### src/rtl/laser_rx_bit_sampler_pkg.sv
// Shared types and constants for the laser receive bit sampler.
package laser_rx_pkg;

  typedef enum logic [1:0] {
    IDLE,
    HUNT,
    TRACK
  } rx_state_t;

  // Shortest bit period the counter can track; smaller programmed values clamp here.
  localparam logic [7:0] MIN_BIT_PERIOD    = 8'd4;
  localparam int         DEF_MAX_IDLE_BITS = 16;
  localparam int         DEF_SYNC_STAGES   = 2;

  // Effective bit period: programmed value clamped to the minimum.
  function automatic logic [7:0] eff_period(input logic [7:0] bp);
    return (bp < MIN_BIT_PERIOD) ? MIN_BIT_PERIOD : bp;
  endfunction

endpackage

### src/rtl/laser_rx_bit_sampler_if.sv
// Control, serial line and recovered-bit signals of the bit sampler.
interface laser_rx_bit_sampler_if;

  logic       en;
  logic [7:0] bit_period;
  logic       rx_in;
  logic       sample_valid;
  logic       sample_bit;
  logic       locked;
  logic       glitch;

  // Driver side: enable, period programming and the photodiode line.
  modport master (
    output en, bit_period, rx_in,
    input  sample_valid, sample_bit, locked, glitch
  );

  // Sampler side.
  modport slave (
    input  en, bit_period, rx_in,
    output sample_valid, sample_bit, locked, glitch
  );

endinterface

### src/rtl/laser_rx_bit_sampler_sync_edge_detect.sv
// Multi-flop synchroniser for the asynchronous rx line plus transition detect.
module sync_edge_detect #(
  parameter int SYNC_STAGES = 2
) (
  input  logic CLOCK_50,
  input  logic reset,
  input  logic clear,
  input  logic d,
  output logic q,
  output logic rx_edge
);

  logic [SYNC_STAGES-1:0] sync_r;
  logic                   prev;

  // Shift the line through the synchroniser; prev is the last stage one cycle late.
  always_ff @(posedge CLOCK_50) begin
    if (reset) begin
      sync_r <= '0;
      prev   <= 1'b0;
    end else begin
      sync_r <= {sync_r[SYNC_STAGES-2:0], d};
      // prev reloads from q every cycle, including under clear.
      prev   <= sync_r[SYNC_STAGES-1];
    end
  end

  assign q = sync_r[SYNC_STAGES-1];

  // Masked while clear is high so a stale prev cannot report a transition.
  assign rx_edge = (q != prev) && !clear;

endmodule

### src/rtl/laser_rx_bit_sampler.sv
// Recovers bit timing from the photodiode line: re-phases a bit-period
// counter on each accepted edge and strobes one mid-bit sample per period.
module laser_rx_bit_sampler
  import laser_rx_pkg::*;
#(
  parameter int SYNC_STAGES   = DEF_SYNC_STAGES,
  parameter int MAX_IDLE_BITS = DEF_MAX_IDLE_BITS
) (
  input  logic                 CLOCK_50,
  input  logic                 reset,
  laser_rx_bit_sampler_if.slave bus
);

  localparam logic [7:0] MAX_IDLE = 8'(MAX_IDLE_BITS);

  rx_state_t  state, state_n;
  logic [7:0] cnt, cnt_n;
  logic [7:0] idle_bits, idle_n;
  logic       sv_r, sv_n;
  logic       sb_r, sb_n;
  logic       lk_r, lk_n;
  logic       gl_r, gl_n;

  logic       hold;
  logic       clear;
  logic       sync_q;
  logic       rx_edge;
  logic [7:0] p_eff, h_pt, q_win;

  // en low is treated exactly like reset.
  assign hold  = reset || !bus.en;
  assign clear = (state == IDLE);

  assign p_eff = eff_period(bus.bit_period);
  assign h_pt  = p_eff >> 1;
  assign q_win = p_eff >> 2;

  sync_edge_detect #(
    .SYNC_STAGES(SYNC_STAGES)
  ) u_sync (
    .CLOCK_50(CLOCK_50),
    .reset   (hold),
    .clear   (clear),
    .d       (bus.rx_in),
    .q       (sync_q),
    .rx_edge (rx_edge)
  );

  // State, counters and registered outputs.
  always_ff @(posedge CLOCK_50) begin
    if (hold) begin
      state     <= IDLE;
      cnt       <= '0;
      idle_bits <= '0;
      sv_r      <= 1'b0;
      sb_r      <= 1'b0;
      lk_r      <= 1'b0;
      gl_r      <= 1'b0;
    end else begin
      state     <= state_n;
      cnt       <= cnt_n;
      idle_bits <= idle_n;
      sv_r      <= sv_n;
      sb_r      <= sb_n;
      lk_r      <= lk_n;
      gl_r      <= gl_n;
    end
  end

  // Next state: acquire on first edge, then track with glitch rejection,
  // edge re-phasing, mid-bit sampling and free-running over edge-free bits.
  always_comb begin
    state_n = state;
    cnt_n   = cnt;
    idle_n  = idle_bits;
    sv_n    = 1'b0;
    sb_n    = sb_r;
    lk_n    = lk_r;
    gl_n    = 1'b0;
    case (state)
      IDLE: begin
        state_n = HUNT;
        cnt_n   = '0;
        idle_n  = '0;
        lk_n    = 1'b0;
      end
      HUNT: begin
        if (rx_edge) begin
          state_n = TRACK;
          cnt_n   = '0;
          idle_n  = '0;
          lk_n    = 1'b1;
        end
      end
      TRACK: begin
        if (rx_edge && cnt >= q_win) begin
          // Accepted edge re-phases the counter; it also pre-empts a
          // coincident mid-bit sample.
          cnt_n  = '0;
          idle_n = '0;
        end else begin
          // An edge this close to the last one is noise; count on regardless.
          gl_n = rx_edge;
          if (cnt == h_pt) begin
            sv_n  = 1'b1;
            sb_n  = sync_q;
            cnt_n = cnt + 8'd1;
          end else if (cnt >= p_eff - 8'd1) begin
            cnt_n  = '0;
            idle_n = idle_bits + 8'd1;
            if (idle_n == MAX_IDLE) begin
              state_n = HUNT;
              lk_n    = 1'b0;
            end
          end else begin
            cnt_n = cnt + 8'd1;
          end
        end
      end
      default: state_n = IDLE;
    endcase
  end

  assign bus.sample_valid = sv_r;
  assign bus.sample_bit   = sb_r;
  assign bus.locked       = lk_r;
  assign bus.glitch       = gl_r;

endmodule

### src/flat_wrapper.sv
// flat-port wrapper written by rule: the top's interface ports become plain ports
module laser_rx_bit_sampler_flat import laser_rx_pkg::*;
#(
  parameter int SYNC_STAGES   = DEF_SYNC_STAGES,
  parameter int MAX_IDLE_BITS = DEF_MAX_IDLE_BITS
)
  (CLOCK_50, reset, bus_en, bus_bit_period, bus_rx_in, bus_sample_valid, bus_sample_bit, bus_locked, bus_glitch);
  laser_rx_bit_sampler_if bus_i ();
  input  logic CLOCK_50;
  input  logic reset;
  input wire logic [$bits(bus_i.en)-1:0] bus_en;
  input wire logic [$bits(bus_i.bit_period)-1:0] bus_bit_period;
  input wire logic [$bits(bus_i.rx_in)-1:0] bus_rx_in;
  output wire logic [$bits(bus_i.sample_valid)-1:0] bus_sample_valid;
  output wire logic [$bits(bus_i.sample_bit)-1:0] bus_sample_bit;
  output wire logic [$bits(bus_i.locked)-1:0] bus_locked;
  output wire logic [$bits(bus_i.glitch)-1:0] bus_glitch;
  assign bus_i.en = bus_en;
  assign bus_i.bit_period = bus_bit_period;
  assign bus_i.rx_in = bus_rx_in;
  assign bus_sample_valid = bus_i.sample_valid;
  assign bus_sample_bit = bus_i.sample_bit;
  assign bus_locked = bus_i.locked;
  assign bus_glitch = bus_i.glitch;
  laser_rx_bit_sampler #(.SYNC_STAGES(SYNC_STAGES), .MAX_IDLE_BITS(MAX_IDLE_BITS)) u_core (.CLOCK_50(CLOCK_50), .reset(reset), .bus(bus_i));
endmodule
### config.mk
export PLATFORM = sky130hd
export DESIGN_NAME = laser_rx_bit_sampler_flat
export DESIGN_NICKNAME = d
export VERILOG_FILES = /design/src/rtl/laser_rx_bit_sampler_pkg.sv /design/src/rtl/laser_rx_bit_sampler_if.sv /design/src/rtl/laser_rx_bit_sampler_sync_edge_detect.sv /design/src/rtl/laser_rx_bit_sampler.sv /design/src/flat_wrapper.sv
export SDC_FILE = /design/constraint.sdc
export NUM_CORES = 1
export LEC_CHECK = 0
export ABC_AREA = 0
export BUFFER_PORTS_ARGS = -buffer_cell sky130_fd_sc_hd__buf_4
export CAP_MARGIN = 10
export CELL_PAD_IN_SITES_DETAIL_PLACEMENT = 1
export CELL_PAD_IN_SITES_GLOBAL_PLACEMENT = 2
export CORE_ASPECT_RATIO = 0.8
export CORE_MARGIN = 2
export CORE_UTILIZATION = 32
export CTS_CLUSTER_DIAMETER = 100
export CTS_CLUSTER_SIZE = 25
export DETAILED_ROUTE_END_ITERATION = 10
export PLACE_DENSITY_LB_ADDON = 0.1
export RECOVER_POWER = 25
export SLEW_MARGIN = 5
export SYNTH_ARGS = -nofsm -noshare
export SYNTH_HDL_FRONTEND = slang
export SYNTH_SLANG_ARGS = --single-unit
### constraint.sdc
create_clock -name CLOCK_50 -period 2.96 [get_ports CLOCK_50]
set_clock_uncertainty 0.05 [all_clocks]
set_input_delay 0.592 -clock CLOCK_50 [delete_from_list [all_inputs] [get_ports CLOCK_50]]
set_output_delay 0.592 -clock CLOCK_50 [all_outputs]
set_load 0.005 [all_outputs]
**Word-level counts from Yosys, hierarchy flattened**

Index checks and enable logic that the tools add are counted.

- Logic and storage cells: 65
- Input port bits: 12
- Output and inout bits: 4
- Register bits: 25

- Equality and inequality tests: 12
- Bitwise operators: 2
- Add/sub/neg operators: 3
- $lt $le $gt $ge: 3
- Reductions and logical operators: 13
- Muxes and demuxes: 23

Operators with widths:

| operator | count |
|---|---|
| 2-to-1 mux 8 bit | 8 |
| case mux 8 bit (3 select lines) | 2 |
| adder 8 x 1 -> 8 bit (second input constant) | 2 |
| 2-to-1 mux 2 bit | 5 |
| equality test 8 x 5 -> 1 bit (second input constant) | 1 |
| equality test 8 x 7 -> 1 bit | 1 |
| greater-or-equal comparator 8 x 6 -> 1 bit | 1 |
| greater-or-equal comparator 8 bit | 1 |
| less-than comparator 8 x 3 -> 1 bit (second input constant) | 1 |
| subtractor 8 x 1 -> 8 bit (second input constant) | 1 |
| 2-to-1 mux 1 bit | 6 |
| inequality test 2 x 1 -> 1 bit (second input constant) | 3 |
| case mux 2 bit (3 select lines) | 1 |
| AND reduction 6 bit | 1 |
| AND reduction 5 bit | 1 |
| inequality test 2 bit (second input constant) | 2 |
| AND reduction 4 bit | 1 |
| inequality test 3 x 1 -> 1 bit (second input constant) | 1 |
| inequality test 3 x 2 -> 1 bit (second input constant) | 1 |
| case mux 1 bit (3 select lines) | 1 |
| AND reduction 3 bit | 1 |
| nonzero test 3 bit | 1 |
| OR reduction 3 bit | 1 |
| equality test 2 x 1 -> 1 bit (second input constant) | 1 |
| other kinds (8) | 11 |

**Depth between registers and ports, before layout**

Gate-level depths: netlist (run 1).

- Depth in word-level cells: 8
- Depth in mapped cells: 14

**Cells and area by module**

From an unflattened synthesis (run 1), not the netlist that was laid out.

- Cell total of the unflattened synthesis: 218
- Area, all modules: 1818.0 µm²

By module, submodules not included:

| module | seq. area each (µm²) | cells an instance | area an instance (µm²) | times used |
|---|---|---|---|---|
| laser_rx_bit_sampler | 440.4 | 210 | 1726.7 | 1 |
| sync_edge_detect | 60.1 | 8 | 91.3 | 1 |

**Least setup slack after synthesis (run 1)**

No wires, ideal clock.

- Path kind: input to register
- From: input port bus_bit_period[6]
- To: register u_core.state[1]
- Setup time: 0.116 ns
- Path buffers: 0
- Data required time: 2.794 ns
- Arrival time: 2.932 ns
- Cell stages on the path: 11
- Path slack: -0.138 ns
- Path through: nor4_4 > a21bo_1 > ha_1 > nand3_1 > xnor2_1 > ha_1 > nand4_1 > nor3_1 > nor2_1 > or4b_4 > a31o_2

- Cells in the longest elaborated chain, start to end: 6
- Elaborated cells between the ends (all ways): 11
- Classes of those cells: add/sub: 1; order compare: 3; eq/ne: 4; mux: 1; reduce/logical: 2

Ends and longest elaborated chain:

| element | RTL line | source |
|---|---|---|
| start: declaration | flat_wrapper.sv:12 | `input wire logic [$bits(bus_i.bit_period)-1:0] bus_bit_period;` |
| less-than comparator 8 x 3 -> 1 bit | laser_rx_bit_sampler_pkg.sv:17 | `return (bp < MIN_BIT_PERIOD) ? MIN_BIT_PERIOD : bp;` |
| 2-to-1 mux 8 bit * | laser_rx_bit_sampler_pkg.sv:17 |  |
| subtractor 8 x 1 -> 8 bit or greater-or-equal comparator 8 x 6 -> 1 bit (tied branches) | laser_rx_bit_sampler.sv:108, laser_rx_bit_sampler.sv:96 |  |
| greater-or-equal comparator 8 bit or logical AND 1 bit (tied branches) | laser_rx_bit_sampler.sv:108, laser_rx_bit_sampler.sv:96 |  |
| inequality test 2 x 1 -> 1 bit (no source line) or inequality test 2 bit (tied branches) | - |  |
| AND reduction 5 bit (no source line) * | - |  |
| end signal: assignment | laser_rx_bit_sampler.sv:60 | `state <= state_n;` |
| end: declaration | laser_rx_bit_sampler.sv:16 | `rx_state_t state, state_n;` |

Mark *: on every way between the ends. The rest lies on a longest branch, timed or not.
A chain may end at the register's enable or synchronous reset.

**Final worst setup path (run 1)**

- From: input port bus_bit_period[2]
- To: register u_core.state[1]

The elaborated chain is that of the path after synthesis.

==> run metrics, run 1 <==
Synth top area share=29.3%; H-tree levels=1; global route overflow=0; layout cells sized above 1=32.3%; drt total wl=5.03 mm; Routed wire per std cell=16.2 um; Synthesized Nets=234; Synth async-reset ratio=0%; die area=5940 um^2; Worst-Skew Late Latency=0.28 ns; Avg Cell Area, Syn=8.33 um^2; CTS tree=built; internal cell power=0.000496 W; Lkg Pwr=0.895 nW; DIE HEIGHT=69.3 um; residual DRC count=0; Net Sw Frac=26.1%; CP max FO=3; DRT antenna net count=0; vias per cell=5.23; commonest non-fill, non-tap cell in the layout=buf_4; failing checks=negative setup slack; number of global-route vias before repair=1693; VDD IR max=192 uV; critical path data arrival time=3.21 ns; Sequential Power Share=50.6%; crit path setup slack, layout=-0.123 ns; hold_ws=0.383 ns; final instance area=2350 um^2; min Tclk post-route=3.08 ns; outcome=complete, but fails checks; Synth Flop Type=dfxtp_1; antenna cells=0; simple logic cell fraction of the synthesized area=24.6%; PwrDens=286 nW/um^2; Clock Tree Root=clkbuf_8; Comb pwr share=17.8%; share of synthesized area spent on multiplexers=0.587%; Seq/Total Area, Yosys=29.3%; cts hold-fix bufs=0; CP Launch Type=primary input; DP Cell Count=301; hpwl dp=3.99 mm; Max Fclk=324 MHz; HP Class=reg -> reg; Compound-Gate Fraction of Synth Area=18.1%; count of final setup violators=9; Ys Warns=0; first-pass GRT wire length=8.30 mm; worst endpoint required time=3.08 ns; clk slew on worst S/H paths=0.09 ns; setup TNS=-0.486 ns; Clk pwr share=31.6%; P&R area growth vs syn=37.8%; GR Util All Layers=17.4%; Worst-Margin Slew=0.512 ns; clock tree sinks=25; Initial Util=33.7%; synth top area cells=dfxtp_1, ha_1, xnor2_1; largest family of logic cells by synthesized area=simple AND/OR/NAND/NOR gates; flops & latches, synth=25; Mapped Cells=205; RD Place Congestion=0.857; initial antenna violation count=0; area of the core=5060 um^2; Vias=1620; site row count=23; DR pass1 iterations=4; die width=85.7 um; Crit Path Class=in -> reg; Worst Setup End Kind=register; Syn Std Cell Area=1710 um^2; Post-Synth Adder-Cell Area=12.5%; # port buffers=15; Yosys cell types=46; Yosys top cell by area=dfxtp_1; # IOs=16; clk buf depth=2; largest net degree at the start of global routing=16; relative slew slack=65.6%; Net Switching=0.000175 W; CTS Buf Count=3; placed cell area=2080 um^2; part of the cycle the worst path needs=104%; max cap viols=0; Final Core Density=46.4%; Synth Area in XOR/XNOR=10.3%; Slew Limit Fails=0; RSZ-0062 raised after global routing=yes; Post-synth EDFFs=0; Nets=278; Hold Vio Cnt, Final=0; final cell count without fillers=310; Layout fillers=604; highest-count cells in the layout ignoring fill and taps=buf_4, dfxtp_1, inv_1, ha_1; Initial DRC Count=50
registers in the layout, indices dropped and copies added (netlist names):
| signal | cells |
|---|---|
| u_core.cnt | 8 |
| u_core.idle_bits | 8 |
| u_core.state | 2 |
| u_core.bus.sample_bit | 1 |
| u_core.bus.glitch | 1 |
| u_core.bus.locked | 1 |
| u_core.u_sync.sync_r | 2 |
| u_core.bus.sample_valid | 1 |
| u_core.u_sync.prev | 1 |
final timing paths:
| path | from | to | slack (ns) | cells after the start |
|---|---|---|---|---|
| setup / recovery | bus_bit_period[2] | u_core.state[1] | -0.12 | 13 |
| hold / removal | u_core.u_sync.sync_r[0] | u_core.u_sync.sync_r[1] | 0.38 | 1 |
| setup reg to reg | u_core.cnt[0] | u_core.idle_bits[5] | 0.57 | 8 |
| hold reg to reg | u_core.u_sync.sync_r[0] | u_core.u_sync.sync_r[1] | 0.38 | 1 |
power by group through the flow:
| stage | Sequential (W) | Combinational (W) | Clock (W) |
|---|---|---|---|
| after floorplan | 0.000348 | 0.0000463 | 0 |
| after global placement | 0.000348 | 0.0000967 | 0 |
| after detailed placement | 0.000348 | 0.000100 | 0 |
| after CTS | 0.000340 | 0.000104 | 0.000219 |
| after global routing | 0.000341 | 0.000132 | 0.000237 |
| final | 0.000340 | 0.000119 | 0.000212 |
synthesized netlist by cell type, drive strengths merged, types with 2 or more instances:
library cell	number
clkbuf	2
xnor2	16
and2	4
a21bo	2
xor2	4
nand2b	6
ha	17
dfxtp	25
o21bai	2
nor3	10
inv	16
nand3	6
o31ai	3
nand4	7
a21oi	6
o22ai	4
a31o	2
a2111oi	2
nand2	17
nor2	17
o21ai	9
and3	3
a41o	2
nor2b	3
buf	2
nor4	2
a211oi	3
cell type report:
class                   count  area [um^2]  share of cell area [%]
clock inverters             1         7.51                   0.319
multi-input cells         160         1290                    54.8
inverters                  16         60.1                    2.55
repair buffers             43          375                    16.0
well taps                  62         77.6                    3.30
flip-flops and latches     25          500                    21.3
clock buffers               3         41.3                    1.76
timing repair:
action	in CTS	in global routing
cloned	0	1
setup buffers	2	2
resized for setup	4	36
pin swaps	14	19
endpoints found under the setup margin	8	19
layer usage:
metal  up-vias  share of wire [%]  track usage, %
li1        819                  -               -
met4         0                1.0            2.65
met3         8                1.8            3.33
met2        13                 48            28.0
met5         -                  0               0
met1       780                 49            24.6
stage by stage:
stage          total power (W)  worst slack, ns
2_1_floorplan         0.000394          -0.0602
4_1_cts               0.000664           -0.111
3_5_place_dp          0.000448           -0.420
6_report              0.000672           -0.123
5_1_grt               0.000709           -0.239
3_3_place_gp          0.000444           -0.272
critical path, stage by stage:
cell and delay, ns:
buf_8 0.10, nor4_4 0.32, a21bo_1 0.21, ha_4 0.16, nand3_2 0.07, xnor2_1 0.13
ha_1 0.32, nand4_1 0.14, nor2_1 0.16, a211o_1 0.15, nor2_2 0.07, or4b_4 0.53
a31o_4 0.24
cells by family (layout without fill, tap and decap cells):
group	Yosys count	count (layout)
adder cells (fa/ha/maj)	17	17
buffers and inverters	20	63
flip-flops	25	25
AO/OA/AOI/OAI	44	44
AND/OR/NAND/NOR	78	78
multiplexers	1	1
XOR/XNOR	20	20
No activity file was read; power rests on OpenSTA's default activity.
==> inputs of run 2 (changes only) <==
--- a/config.mk
+++ b/config.mk
@@ -18,6 +18,7 @@
 export DETAILED_ROUTE_END_ITERATION = 10
 export PLACE_DENSITY_LB_ADDON = 0.1
 export RECOVER_POWER = 25
+export SETUP_SLACK_MARGIN = 0.3
 export SLEW_MARGIN = 5
 export SYNTH_ARGS = -nofsm -noshare
 export SYNTH_HDL_FRONTEND = slang
==> run 2 against run 1 <==
Net effect:
- the flow still finishes with violations (negative setup slack)
- sequential power hardly changed
- clock power is 4% lower
- global-route usage rose by 0.44 points
- utilization is 0.27 points lower
==> run metrics, run 2 (synthesis results as in run 1) <==
commonest non-fill, non-tap cell in the layout=buf_4; final cell count without fillers=313 (+0.97%); Worst-Margin Slew=0.462 ns (-0.0504 ns); residual DRC count=0 (unchanged); Worst-Skew Late Latency=0.27 ns (about the same); die width=85.7 um (unchanged); Initial DRC Count=52 (+4.0%); CTS tree=built; critical path data arrival time=3.17 ns (-0.04 ns); global route overflow=0 (unchanged); crit path setup slack, layout=-0.0894 ns (+0.0332 ns); die area=5940 um^2 (unchanged); drt total wl=4.90 mm (-2.6%); # port buffers=15 (unchanged); count of final setup violators=6 (-3); part of the cycle the worst path needs=103% (-1.1 points); failing checks=negative setup slack; relative slew slack=69.0% (+3.4 points); site row count=23 (unchanged); DP Cell Count=301 (unchanged); min Tclk post-route=3.05 ns (-0.0332 ns); outcome=complete, but fails checks; # IOs=16 (unchanged); Crit Path Class=in -> reg; clock tree sinks=25 (unchanged); RD Place Congestion=0.852 (-0.69%); CP max FO=3 (unchanged); DRT antenna net count=0 (unchanged); Slew Limit Fails=0 (unchanged); RSZ-0062 raised after global routing=yes; critical-path cell list=buf_8 > buf_4 > inv_1 > a41o_1 > nor2_2 > buf_4 > nand3_2 > xnor2_1 > ha_1 > nand4_1 > nor2_1 > a211o_1 > nor2_2 > or4b_4 > a31o_4; Max Fclk=328 MHz (+1.1%); max cap viols=0 (unchanged); Routed wire per std cell=15.7 um (-3.6%); antenna cells=0 (unchanged); VDD IR max=164 uV (-15%); Lkg Pwr=0.892 nW (-0.41%); final instance area=2340 um^2 (-0.59%); CP Launch Type=primary input; worst endpoint required time=3.08 ns (about the same); Vias=1638 (+1.1%); CTS Buf Count=3 (unchanged); largest net degree at the start of global routing=16 (unchanged); Nets=281 (+1.1%); multi-input logic area=1280 um^2 (-0.29%); Layout fillers=575 (-4.8%); clk buf depth=2 (unchanged); initial antenna violation count=0 (unchanged); Slowest-stage cell, CP=or4b_4; vias per cell=5.23 (+0.14%); Clock Tree Root=clkbuf_8; number of global-route vias before repair=1755 (+3.7%); Hold Vio Cnt, Final=0 (unchanged); clk slew on worst S/H paths=0.08 ns (about the same); met2 GRT Util=30.2% (+2.2 points); Worst Setup End Kind=register; area of the core=5060 um^2 (unchanged); met3 usage=2.86% (-0.48 points); H-tree levels=1 (unchanged); Initial Util=33.7% (unchanged); PwrDens=285 nW/um^2 (-0.35%); HP Class=reg -> reg; DIE HEIGHT=69.3 um (unchanged); layout cells sized above 1=33.5% (+1.2 points); highest-count cells in the layout ignoring fill and taps=buf_4, dfxtp_1, inv_1, xnor2_1; placed cell area=2080 um^2 (unchanged); GR Util All Layers=17.9% (+0.44 points); DR pass1 iterations=4 (unchanged); M1 GR Usage=24.6% (about the same); Regs by FF count=u_core.cnt: 8 flops, u_core.idle_bits: 8 flops; first-pass GRT wire length=8.60 mm (+3.6%); max incr delay on CP=0.52 ns (about the same); FF+latch area=500 um^2 (unchanged); hpwl dp=3.96 mm (-0.82%); P&R area growth vs syn=37.0%; busiest layer in global routing=met2
run 2: cell count changes in the layout (fill, tap and decap cells not counted), sizes merged:
cell,change
clkinvlp,-1
buf,+4
run 2: layout make-up:
| type | count | area share, % |
|---|---|---|
| Multi-Input combinational cell | 160 | 55.0 |
| Sequential cell | 25 | 21.4 |
| Timing Repair Buffer | 46 | 15.8 |
| Tap cell | 62 | 3.32 |
| Inverter | 16 | 2.57 |
| Clock buffer | 4 | 1.93 |
run 2: path summary, 6_finish.rpt:
kind	cells after the start	slack (ns)	end	startpoint
max	15	-0.09	u_core.state[1]	bus_bit_period[6]
min reg2reg	1	0.39	u_core.u_sync.sync_r[1]	u_core.u_sync.sync_r[0]
max reg2reg	7	0.48	u_core.idle_bits[5]	u_core.cnt[5]
min	1	0.39	u_core.u_sync.sync_r[1]	u_core.u_sync.sync_r[0]
run 2: layer usage:
metal  share of wire (%)  vias up
met5                   0        -
met4                0.47        0
met1                  51      801
li1                    -      824
met3                 1.4        5
met2                  47        8
run 2: through the flow:
stage          hold WS, ns  power (W)  worst slack, ns  util (%)  setup TNS, ns
3_3_place_gp         0.362   0.000444           -0.272      41.0          -3.18
3_5_place_dp         0.371   0.000448           -0.447      41.0          -5.79
6_report             0.388   0.000665          -0.0894      46.1         -0.251
4_1_cts              0.397   0.000665          -0.0330      43.8        -0.0650
5_1_grt              0.412   0.000705           -0.223      46.1          -2.13
2_1_floorplan        0.356   0.000394          -0.0598         -         -0.114
run 2: report_power, final:
| part | internal, W | switching [W] | leakage [nW] |
|---|---|---|---|
| Combinational | 0.0000640 | 0.0000577 | 0.667 |
| Sequential | 0.000338 | 0.00000217 | 0.202 |
| Clock | 0.0000963 | 0.000107 | 0.0228 |
| Total | 0.000498 | 0.000167 | 0.892 |
run 2: critical path, delay by kind of cell:
kind / cells / cell delay (ns)
AOI/OAI and AO/OA: 3 / 0.69
and+or+nand+nor: 6 / 1.10
xor gates and xnor gates: 1 / 0.12
adders and majority gates: 1 / 0.29
buffers and inverters: 4 / 0.36
run 2: repair_timing:
item | in CTS | in global routing
resized for setup | 13 | 23
endpoints found under the setup margin | 20 | 22
pin swaps | 8 | 10
buffers inserted | 5 | 3
hold buffers | 0 | 0
==> inputs of run 3 (changes only) <==
==> constraint.sdc (replaced) <==
create_clock -name CLOCK_50 -period 2.96 [get_ports CLOCK_50]
set_clock_uncertainty 0.05 [all_clocks]
set_input_delay 0 -clock CLOCK_50 [delete_from_list [all_inputs] [get_ports CLOCK_50]]
set_output_delay 0 -clock CLOCK_50 [all_outputs]
set_load 0.005 [all_outputs]
==> run 3 against run 2 <==
Net effect:
- the flow now finishes without violations
- via count decreased by 2.9%
- sequential power hardly changed
- power decreased by 5.3%
- hold slack got worse by 0.34 ns
- maximum frequency is 19% higher
- sequential cell count unchanged
- largest cell class unchanged
==> run metrics, run 3 (synthesis results as in run 1) <==
final cell count without fillers=293 (-6.4%); met2 GRT Util=26.1% (-4.1 points); Max Fclk=389 MHz (+19%); VDD IR max=135 uV (-18%); clock tree sinks=25 (unchanged); area of the core=5060 um^2 (unchanged); CP max FO=7 (+4); crit path from=bus_bit_period[2]; Nets=261 (-7.1%); Sequential Power Share=54.0% (+2.9 points); Initial DRC Count=33 (-37%); total power=0.000630 W (-5.3%); first-pass GRT wire length=7.69 mm (-11%); global route overflow=0 (unchanged); H-tree levels=1 (unchanged); RD Place Congestion=0.807 (-5.2%); min Tclk post-route=2.57 ns (-0.482 ns); # IOs=16 (unchanged); placed cell area=1940 um^2 (-6.4%); max incr delay on CP=0.52 ns (about the same); PwrDens=310 nW/um^2 (+8.8%); CTS Buf Count=3 (unchanged); max cap viols=0 (unchanged); flop2flop setup slack=0.44 ns (-0.04 ns); largest net degree at the start of global routing=16 (unchanged); WP depth=14 (-1); initial antenna violation count=0 (unchanged); die area=5940 um^2 (unchanged); clk buf depth=2 (unchanged); Worst-Margin Slew=0.503 ns (+0.0406 ns); M1 GR Usage=21.9% (-2.7 points); DR pass1 iterations=4 (unchanged); clk slew on worst S/H paths=0.08 ns (about the same); residual DRC count=0 (unchanged); reg-to-reg endpoint=u_core.idle_bits[5]; Reg-to-Reg Start=u_core.cnt[0]; Regs by FF count=u_core.cnt: 8 flops, u_core.idle_bits: 8 flops; count of final setup violators=0 (-6); Slowest-stage cell, CP=or4b_4; worst endpoint required time=3.07 ns (about the same); Final Core Density=40.2% (-6.0 points); CTS tree=built; Vias=1591 (-2.9%); vias per cell=5.43 (+3.8%); Comb pwr share=14.1% (-4.2 points); Initial Util=33.7% (unchanged); Lkg Pwr=0.775 nW (-13%); Worst Setup End Kind=register; hold_ws=0.0489 ns (-0.340 ns); Clock Tree Root=clkbuf_8; internal cell power=0.000474 W (-4.8%); HP Class=in -> reg; GR Util All Layers=16.0% (-1.9 points); Net Switching=0.000156 W (-6.9%); hpwl dp=3.69 mm (-6.7%); CP bufs+invs=2 (-2); number of global-route vias before repair=1631 (-7.1%); Hold Vio Cnt, Final=0 (unchanged); CP Launch Type=primary input; CP endpoint=u_core.state[1]; busiest layer in global routing=met2; critical-path cell list=buf_4 > nor4_4 > a21bo_1 > ha_2 > nand3_1 > xnor2_1 > ha_1 > buf_4 > nand3_1 > nand2_1 > a211o_1 > nor2_4 > or4b_4 > a31o_2; Routed wire per std cell=15.4 um (-1.4%); relative slew slack=66.2% (-2.7 points); DP Cell Count=287 (-4.7%); Clk pwr share=31.9% (+1.3 points); RSZ-0062 raised after global routing=yes; DIE HEIGHT=69.3 um (unchanged); final instance area=2030 um^2 (-13%); Crit Path Class=in -> reg; part of the cycle the worst path needs=86.7% (-16 points); site row count=23 (unchanged); antenna cells=0 (unchanged); die width=85.7 um (unchanged); Worst R2R Path Depth=8 (+1); P&R area growth vs syn=19.2%; Net Sw Frac=24.7% (-0.42 points); met3 usage=3.21% (+0.36 points); Worst-Skew Late Latency=0.27 ns (about the same); commonest non-fill, non-tap cell in the layout=dfxtp_1; highest-count cells in the layout ignoring fill and taps=dfxtp_1, buf_4, nand2_1; layout cells sized above 1=17.7% (-16 points); # port buffers=15 (unchanged); Largest delay share family, worst path=simple AND/OR/NAND/NOR gates; drt total wl=4.52 mm (-7.7%); DRT antenna net count=0 (unchanged); critical path data arrival time=2.68 ns (-0.49 ns); Slew Limit Fails=0 (unchanged); outcome=complete, no violations
run 3: cell count changes in the layout (fill, tap and decap cells not counted), moves of 4 or more:
cell / before / now
buf_4: 41 / 21
clkbuf_4: 0 / 4
nor2_1: 6 / 15
nor2_2: 8 / 1
run 3: cell type report:
cell class                      count  area, um^2
Inverter                           16        60.1
Tap cell                           62        77.6
Clock inverter                      1        5.00
Timing Repair Buffer               26         198
Fill cell                         607        3030
Clock buffer                        3        41.3
Sequential cell                    25         500
Multi-Input combinational cell    160        1150
run 3: how the worst min path moves through the flow:
stage | startpoint | endpoint | slack, ns | cells past startpoint
2_1_floorplan | bus_rx_in | u_core.u_sync.sync_r[0] | 0.07 | 1
3_3_place_gp | bus_rx_in | u_core.u_sync.sync_r[0] | 0.16 | 2
3_5_place_dp | bus_rx_in | u_core.u_sync.sync_r[0] | 0.16 | 2
4_1_cts | reset | u_core.u_sync.sync_r[0] | 0.04 | 3
5_1_grt | reset | u_core.u_sync.sync_r[1] | 0.07 | 3
6_report | reset | u_core.u_sync.sync_r[0] | 0.05 | 3
run 3: repair_timing:
item / in CTS / in global routing
gates resized for setup: 2 / 5
endpoints found under the setup margin: 17 / 13
pin swaps: 0 / 8
hold buffers: 1 / 0
gates cloned: 0 / 0
hold endpoints to repair: 1 / 0
buffers inserted: 0 / 1
run 3: power by group through the flow:
stage	registers, W	clock network [W]	logic (W)
floorplan	0.000348	0	0.0000448
global placement	0.000348	0	0.0000821
detailed placement	0.000348	0	0.0000855
CTS	0.000340	0.000214	0.0000879
global route	0.000341	0.000224	0.0000988
finish	0.000340	0.000201	0.0000889
run 3: layer usage:
layer / vias up / wire length, um
met5: - / 0
met3: 4 / 104
met1: 782 / 2260
li1: 790 / -
met2: 15 / 2130
met4: 0 / 27
run 3: per-stage QoR:
step                      TNS (ns)  worst slack [ns]
final                            0             0.392
after global routing             0             0.277
after CTS                        0             0.301
after detailed placement     -2.69            -0.270
after global placement      -0.102           -0.0465
after floorplan                  0             0.454
run 3: worst register-to-register path, stage by stage, from the launching register on:
cell	delay, ns
dfxtp_1	0.38
inv_1	0.09
ha_1	0.28
nand2b_1	0.14
a211oi_1	0.33
o2111ai_1	0.27
a21o_1	0.31
or3_4	0.38
o221ai_1	0.19
